<file path="config.mk">
export PLATFORM = sky130hd
export DESIGN_NAME = fc
export DESIGN_NICKNAME = d
export VERILOG_FILES = /design/src/rtl/fc.sv
export SDC_FILE = /design/constraint.sdc
export NUM_CORES = 1
export LEC_CHECK = 0
export CORE_ASPECT_RATIO = 0.9
export CORE_UTILIZATION = 34
export DETAILED_ROUTE_END_ITERATION = 8
export GPL_TIMING_DRIVEN = 0
export SYNTH_ARGS = -nofsm -noshare
export SYNTH_HDL_FRONTEND = slang
export SYNTH_SLANG_ARGS = --single-unit
</file>
<file path="constraint.sdc">
create_clock -name clk -period 8.4 [get_ports clk]
set_clock_uncertainty 0.05 [all_clocks]
set_input_delay 1.68 -clock clk [delete_from_list [all_inputs] [get_ports clk]]
set_output_delay 1.68 -clock clk [all_outputs]
set_load 0.005 [all_outputs]
</file>
<file path="src/rtl/fc.sv">
// Binarized fully-connected output neuron: 192 serial +/-1 weights,
// six signed lanes per beat, one wrapped 32-bit dot product per frame.
module fc #(
    parameter int N_IN  = 192,
    parameter int LANES = 6,
    parameter int DW    = 32
) (
    input  logic          clk,
    input  logic          rstn,
    input  logic          ivalid,
    input  logic [DW-1:0] din_0,
    input  logic [DW-1:0] din_1,
    input  logic [DW-1:0] din_2,
    input  logic [DW-1:0] din_3,
    input  logic [DW-1:0] din_4,
    input  logic [DW-1:0] din_5,
    input  logic          weight,
    input  logic          weight_en,
    output logic          ovalid,
    output logic [DW-1:0] dout
);
    localparam int BEATS = N_IN / LANES;
    localparam int BW    = $clog2(BEATS);
    localparam int IW    = $clog2(N_IN);

    logic [N_IN-1:0]  w_q, w_d;
    logic [DW-1:0]    acc_q, acc_d;
    logic [DW-1:0]    dout_q, dout_d;
    logic [BW-1:0]    beat_q, beat_d;
    logic             pend_q, pend_d;
    logic             ovalid_q, ovalid_d;

    logic [DW-1:0]    din [LANES];
    logic [IW-1:0]    base;
    logic [LANES-1:0] w_sel;
    logic [DW-1:0]    partial;

    assign din[0] = din_0;
    assign din[1] = din_1;
    assign din[2] = din_2;
    assign din[3] = din_3;
    assign din[4] = din_4;
    assign din[5] = din_5;

    // Beat b uses weights 6b..6b+5; bit set adds the lane, clear subtracts it.
    always_comb begin
        base    = IW'(beat_q) * IW'(LANES);
        w_sel   = w_q[base +: LANES];
        partial = '0;
        for (int k = 0; k < LANES; k++) begin
            partial = partial + (w_sel[k] ? din[k] : -din[k]);
        end
    end

    always_comb begin
        w_d      = w_q;
        acc_d    = acc_q;
        beat_d   = beat_q;
        pend_d   = pend_q;
        dout_d   = dout_q;
        ovalid_d = 1'b0;
        if (weight_en) begin
            // Shift in from the top so the first loaded bit ends at index 0.
            w_d    = {weight, w_q[N_IN-1:1]};
            acc_d  = '0;
            beat_d = '0;
            pend_d = 1'b0;
        end else begin
            pend_d = ivalid;
            if (pend_q) begin
                if (beat_q == BW'(BEATS - 1)) begin
                    dout_d   = acc_q + partial;
                    ovalid_d = 1'b1;
                    acc_d    = '0;
                    beat_d   = '0;
                end else begin
                    acc_d  = acc_q + partial;
                    beat_d = beat_q + 1'b1;
                end
            end
        end
    end

    always_ff @(posedge clk or negedge rstn) begin
        if (!rstn) begin
            w_q      <= '0;
            acc_q    <= '0;
            dout_q   <= '0;
            beat_q   <= '0;
            pend_q   <= 1'b0;
            ovalid_q <= 1'b0;
        end else begin
            w_q      <= w_d;
            acc_q    <= acc_d;
            dout_q   <= dout_d;
            beat_q   <= beat_d;
            pend_q   <= pend_d;
            ovalid_q <= ovalid_d;
        end
    end

    assign ovalid = ovalid_q;
    assign dout   = dout_q;
endmodule

</file>
==> metrics.cfg, run 1 <==
[run_status]
status = finished, final reports clean

[placement]
port_buffers = 228
gp_congestion = 0.913
dpl.hpwl_mm = 51.6
preCtsSetupSlack_ns = -2.43

[critical_path]
worstPathMaxFanout = 6
cp.required_ns = 8.80
crit_path_start_kind = input pin
end_kind = register
path_cells = clkdlybuf4s50_1, or4_4, nor4_4, nand3b_1, or2_2, o41ai_2, xnor2_1, fa_1, fa_1, fa_1, inv_1, fa_1, inv_1, ha_4, and4_2, o21ai_1, a2111oi_4, buf_4, nor2_2, o31ai_2, a31o_2, a21oi_1, xnor2_1, mux2_2
path_buf_inv = 4
critPathArrivalTime_ns = 8.59
crit_family = adder cells
path_class = in2reg
ff2ff_setup_slack_ns = 0.34
critPathMaxStageDelay_ns = 0.61
path_common_cell = fa_1
slowest_stage = or4_4

[synth]
ys_seq_elements = 263
syn_nets = 2215
syn_area_um2 = 20200
synth_flop_cell = dfrtp_1
synth_edf_count = 0
synth_cells = 1825
ys_async_sr_fraction = 1.00
synth.distinct_cells = 57
ys_seq_area_frac = 0.326
yosysWarnings = 0
avgSynthCellArea_um2 = 11.1

[floorplanning]
die_h_um = 233
pin_count = 230
die_w_um = 259
dieArea_um2 = 60300
rows = 84
fp.coreArea_um2 = 58500
start_util = 0.345

[grt]
antenna_found_initial = 3
grt_max_degree = 94
grt_pass1_vias = 15934
overflow = 0
grt_usage = 0.210
grt_pass1_wl_mm = 96.7

[final_layout]
layout_commonest_cell = dfrtp_1
final_nets = 2483
synthToLayoutAreaGrowth_pct = 23.6
final_cell_mix = dfrtp_1, clkdlybuf4s50_1, mux2_2
layout-drive-gt1-share = 0.187

[detailed_routing]
drc = 0
vias = 15274
ant_nets = 0
routed_wl_mm = 62.7
via_per_inst = 5.29
drtIter0Drc = 1077
firstDrtPassIters = 5
wl_per_cell_um = 21.7

[sta]
hold_viol = 0
tightest_slew_ns = 1.32
slew_headroom = 0.111
period_needed_ns = 8.19
whs_ns = 0.434
finalMaxSlewViolations = 0
finalSetupViolCount = 0
grt_setup_unrepaired = yes
finalWorstSetupSlack_ns = 0.207
max_freq_mhz = 122
fin_crit_sh = 0.975

[pwr]
p_sw_mw = 3.59
max-vdd-ir-drop_mv = 0.228
leakagePower_nw = 10.8
p_sw_frac = 0.458
p_int_mw = 4.25
power_density_nw_per_um2 = 315
p_seq_frac = 0.185
pwr-share-clk = 0.164
pwr-share-comb = 0.651

[clock_network]
clockBufferDepth = 3
clock_sinks = 263
root_buffer = clkbuf_16
cts_tree = built
h-tree-depth = 1
cts_made_buffers = 29
clk_latency_ns = 0.56
cts.clk_slew.worst_paths_ns = 0.06
cts_hold_buf = 0

[job]
drv_cap = 0

[worst_hold_path]
min_path_type = reg2reg

==> state kept, by name, summed over array words and instances, names as in the netlist <==
register	count
acc_q	32
beat_q	5
dout	32
ovalid	1
pend_q	1
w_q	192
==> routing by layer <==
layer | vias up | track usage | part of all wire
met3 | 91 | 0.0288 | 0.059
met5 | - | 0 | 0.00035
li1 | 6909 | - | -
met2 | 517 | 0.350 | 0.47
met4 | 4 | 0.0582 | 0.028
met1 | 7753 | 0.286 | 0.44
==> layout make-up <==
| type | count | area, um^2 |
|---|---|---|
| clock buffer | 44 | 842 |
| fill | 5519 | 33600 |
| multi-input combinational | 1316 | 13000 |
| tap | 774 | 968 |
| timing repair buffer | 241 | 2460 |
| clock inverter | 9 | 113 |
| antenna | 1 | 2.50 |
| buffer | 72 | 332 |
| sequential | 263 | 6580 |
| inverter | 170 | 638 |
==> worst min-delay path, stage by stage (launching register included) <==
cell and delay (ns):
dfrtp_1 0.35, nand2_1 0.05, nand2_1 0.06
==> final timing paths <==
kind / startpoint / endpoint / depth (start not counted)
setup / recovery: din_0[6] / dout[25]$_DFFE_PN0P_ / 24
hold reg to reg: dout[0]$_DFFE_PN0P_ / dout[0]$_DFFE_PN0P_ / 2
hold / removal: dout[0]$_DFFE_PN0P_ / dout[0]$_DFFE_PN0P_ / 2
max in group asynchronous: rstn / acc_q[0]$_DFFE_PN0P_ / 3
setup reg to reg: beat_q[1]$_DFFE_PN0P_ / dout[25]$_DFFE_PN0P_ / 28
min in group asynchronous: rstn / w_q[186]$_DFFE_PN0P_ / 1
==> cell usage after synthesis (10+ instances only) <==
cell type / count / area [um^2]
xnor2_1: 179 / 1570
buf_1: 10 / 37.5
inv_1: 170 / 638
dfrtp_1: 263 / 6580
nor3_1: 23 / 115
nor2_1: 69 / 259
xor2_1: 28 / 245
a22o_1: 26 / 228
a21oi_1: 51 / 255
nor4_1: 18 / 113
o41ai_1: 23 / 201
mux2_2: 206 / 2320
nand3_1: 12 / 60.1
ha_1: 41 / 513
nand2_1: 120 / 450
a21o_1: 10 / 75.1
o21ai_0: 82 / 410
mux4_2: 45 / 1010
o31ai_1: 48 / 360
clkbuf_1: 63 / 236
nand2b_1: 17 / 106
mux2i_1: 28 / 280
or3_1: 14 / 87.6
fa_1: 152 / 3040
or4_1: 26 / 195
==> logic make-up (layout without fill, tap and decap cells) <==
logic type / Yosys count / after routing / share of synthesized area
flops: 263 / 263 / 0.326
mux: 279 / 279 / 0.179
compound gates: 282 / 282 / 0.0917
other cells: 0 / 1 / 0
simple gates: 352 / 352 / 0.0876
xor+xnor: 210 / 210 / 0.0932
buf+inv: 246 / 536 / 0.0460
fa+ha+maj: 193 / 193 / 0.176
==> metrics by stage <==
step / instance area [um^2] / power, mW / utilization / TNS (ns) / instances
after floorplan: 20200 / 4.88 / - / 0 / 1825
after global placement: 23400 / 6.14 / 0.400 / -1584.17 / 2827
after detailed placement: 23500 / 6.19 / 0.401 / -74.08 / 2829
after CTS: 24600 / 7.68 / 0.420 / 0 / 2884
after global routing: 24900 / 8.56 / 0.426 / -0.0405 / 2890
final: 24900 / 7.85 / 0.426 / 0 / 2890
==> power groups by stage <==
| stage | Combinational (mW) | Clock [mW] | Sequential (mW) |
|---|---|---|---|
| after floorplan | 3.44 | 0 | 1.44 |
| after global placement | 4.67 | 0 | 1.47 |
| after detailed placement | 4.71 | 0 | 1.48 |
| after CTS | 4.91 | 1.31 | 1.45 |
| after global routing | 5.72 | 1.37 | 1.47 |
| final | 5.11 | 1.28 | 1.45 |
==> timing repair <==
action | in CTS | in global routing
pin swaps | 5 | 12
endpoints found under the setup margin | 57 | 29
resized for setup | 58 | 61
buffers inserted | 3 | 8
Power figures use the tool's default switching activity.
==> run 2: changes to the inputs <==
--- a/config.mk
+++ b/config.mk
@@ -8,7 +8,6 @@
 export CORE_ASPECT_RATIO = 0.9
 export CORE_UTILIZATION = 34
 export DETAILED_ROUTE_END_ITERATION = 8
-export GPL_TIMING_DRIVEN = 0
 export SYNTH_ARGS = -nofsm -noshare
 export SYNTH_HDL_FRONTEND = slang
 export SYNTH_SLANG_ARGS = --single-unit
==> metrics.cfg, run 2 (synthesized netlist as in run 1, its figures left out) <==
[pwr]
max-vdd-ir-drop_mv = 0.251  ; was 0.228 mV
power_density_nw_per_um2 = 325  ; was 315 nW/um^2
leakagePower_nw = 11.2  ; was 10.8 nW

[detailed_routing]
wl_per_cell_um = 19.9  ; was 21.7 um
via_per_inst = 5.14  ; was 5.29
drc = 0  ; unchanged
highest_layer = met5  ; unchanged
dr_wl_met3_mm = 3.73  ; was 3.70 mm
met1Wirelength_mm = 26.7  ; was 27.8 mm
wl_met2_mm = 26.6  ; was 29.4 mm
ant_nets = 0  ; unchanged
drtIter0Drc = 972  ; was 1077
firstDrtPassIters = 7  ; was 5
routed_wl_mm = 58.6  ; was 62.7 mm
vias = 15156  ; was 15.3k

[critical_path]
cp.required_ns = 8.81  ; was 8.80 ns
ff2ff_setup_slack_ns = 0.50  ; was 0.34 ns
critPathArrivalTime_ns = 8.45  ; was 8.59 ns
end_kind = register  ; unchanged
reg2reg_from = beat_q[0]$_DFFE_PN0P_  ; was beat_q[1]$_DFFE_PN0P_
worstPathMaxFanout = 3  ; was 6
path_common_cell = fa_1  ; unchanged
crit_path_start_kind = input pin  ; unchanged
r2r_cells = 23  ; was 28
cp-endpoint = dout[25]$_DFFE_PN0P_  ; unchanged
path_depth = 24  ; unchanged
r2r-end = acc_q[29]$_DFFE_PN0P_  ; was dout[25]$_DFFE_PN0P_
cp-startpoint = din_2[8]  ; was din_0[6]
crit_family = adder cells  ; unchanged
path_buf_inv = 6  ; was 4
slowest_stage = or4_1  ; was or4_4
critPathMaxStageDelay_ns = 0.59  ; was 0.61 ns
path_class = in2reg  ; unchanged
path_cells = clkdlybuf4s50_1, or4_4, or3_1, or4_1, buf_4, o31ai_1, xnor2_1, fa_1, inv_1, fa_1, fa_1, fa_1, inv_1, ha_1, inv_1, o21bai_1, a2111o_1, nand3_1, o31ai_1, buf_4, a31o_2, a21oi_1, xnor2_1, mux2_2  ; was clkdlybuf4s50_1, or4_4, nor4_4, nand3b_1, or2_2, o41ai_2, xnor2_1, fa_1, fa_1, fa_1, inv_1, fa_1, inv_1, ha_4, and4_2, o21ai_1, a2111oi_4, buf_4, nor2_2, o31ai_2, a31o_2, a21oi_1, xnor2_1, mux2_2

[sta]
fin_crit_sh = 0.957  ; was 0.975
setup_tns_ns = 0  ; unchanged
max_freq_mhz = 124  ; was 122 MHz
finalMaxSlewViolations = 0  ; unchanged
tightest_slew_ns = 1.19  ; was 1.32 ns
hold_viol = 0  ; unchanged
grt_setup_unrepaired = yes  ; unchanged
slew_headroom = 0.205  ; was 0.111
finalSetupViolCount = 0  ; unchanged
period_needed_ns = 8.04  ; was 8.19 ns

[placement]
port_buffers = 229  ; was 228
dpl.hpwl_mm = 47.1  ; was 51.6 mm
gp_congestion = 0.903  ; was 0.913

[clock_network]
clock_sinks = 263  ; unchanged
cts.clk_slew.worst_paths_ns = 0.06  ; about the same
cts_tree = built  ; unchanged
cts_made_buffers = 29  ; unchanged
root_buffer = clkbuf_16  ; unchanged
clk_latency_ns = 0.58  ; was 0.56 ns
cts_setup_buffers = 0  ; was 3
h-tree-depth = 1  ; unchanged
clockBufferDepth = 3  ; unchanged

[floorplanning]
start_util = 0.345  ; unchanged
die_h_um = 233  ; unchanged
dieArea_um2 = 60300  ; unchanged
die_w_um = 259  ; unchanged
pin_count = 230  ; unchanged
rows = 84  ; unchanged
fp.coreArea_um2 = 58500  ; unchanged

[final_layout]
synthToLayoutAreaGrowth_pct = 25.8  ; was 23.6%
final_nets = 2546  ; was 2483
final_cell_mix = dfrtp_1, clkdlybuf4s50_1, mux2_2  ; unchanged
layout_commonest_cell = dfrtp_1  ; unchanged
layout-drive-gt1-share = 0.220  ; was 0.187
largest_register_ffs = 192  ; unchanged
num_antenna_cells = 0  ; was 1
final_util = 0.434  ; was 0.426
top_register = w_q  ; unchanged

[grt]
grt_usage = 0.196  ; was 0.210
overflow = 0  ; unchanged
grt_pass1_wl_mm = 92.2  ; was 96.7 mm
antenna_found_initial = 2  ; was 3
grt_pass1_vias = 15819  ; was 15.9k
grt_max_degree = 161  ; was 94

[run_status]
status = finished, final reports clean  ; unchanged

[worst_hold_path]
min_path_type = reg2reg  ; unchanged

[job]
drv_cap = 0  ; unchanged

==> run 2: cell types whose count changed in the layout (fill, tap and decap cells not counted), moves of 6 or more <==
cell      change
buf_4       +133
clkbuf_1     -46
clkbuf_4      -6
o31ai_1       +6
clkbuf_2     -12
==> run 2: tightest hold or removal path: stages (launching register included) <==
cell	delay, ns
dfrtp_1	0.34
nand2_1	0.05
nand2_1	0.06
==> run 2: worst min path at each step <==
stage	startpoint	end	slack, ns	cells after the start
after detailed placement	dout[2]$_DFFE_PN0P_	dout[2]$_DFFE_PN0P_	0.42	2
after global routing	dout[21]$_DFFE_PN0P_	dout[21]$_DFFE_PN0P_	0.46	2
after CTS	dout[10]$_DFFE_PN0P_	dout[10]$_DFFE_PN0P_	0.44	2
after floorplan	acc_q[29]$_DFFE_PN0P_	acc_q[29]$_DFFE_PN0P_	0.40	2
after global placement	dout[13]$_DFFE_PN0P_	dout[13]$_DFFE_PN0P_	0.41	2
final	dout[21]$_DFFE_PN0P_	dout[21]$_DFFE_PN0P_	0.43	2
==> run 2: layer usage <==
layer  track usage  vias to the layer above
li1              -                     7031
met1         0.276                     7592
met2         0.312                      445
met3        0.0311                       84
met4        0.0575                        4
met5             0                        -
==> run 2: power breakdown <==
part           total (mW)  switching [mW]  leakage [nW]  internal (mW)
logic                5.50            2.94          7.14           2.56
registers            1.46          0.0898          3.61           1.37
clock network        1.30           0.535         0.482          0.763
==> run 2: cell type report <==
| cell class | instances | area [um^2] |
|---|---|---|
| clock inverters | 8 | 92.6 |
| clock buffers | 44 | 892 |
| fillers | 5449 | 33200 |
| inverters | 170 | 638 |
| repair buffers | 376 | 3440 |
| multi-input cells | 1316 | 12800 |
| flip-flops and latches | 263 | 6580 |
| well taps | 774 | 968 |
==> run 2: repair_timing <==
item / CTS / global route
hold buffers: 0 / 0
resized for setup: 0 / 19
endpoints found under the setup margin: 0 / 24
==> run 2: per-stage QoR <==
stage                     worst slack [ns]  hold WS (ns)  power [mW]  cell area (um^2)  instances
after CTS                           0.0581         0.439        8.25             25300       2951
after detailed placement            -0.455         0.416        6.87             24300       2899
after global placement              -0.320         0.415        6.86             24300       2899
after global routing               -0.0246         0.459        9.01             25400       2951
after floorplan                      0.231         0.399        4.88             20200       1825
final                                0.360         0.432        8.25             25400       2951
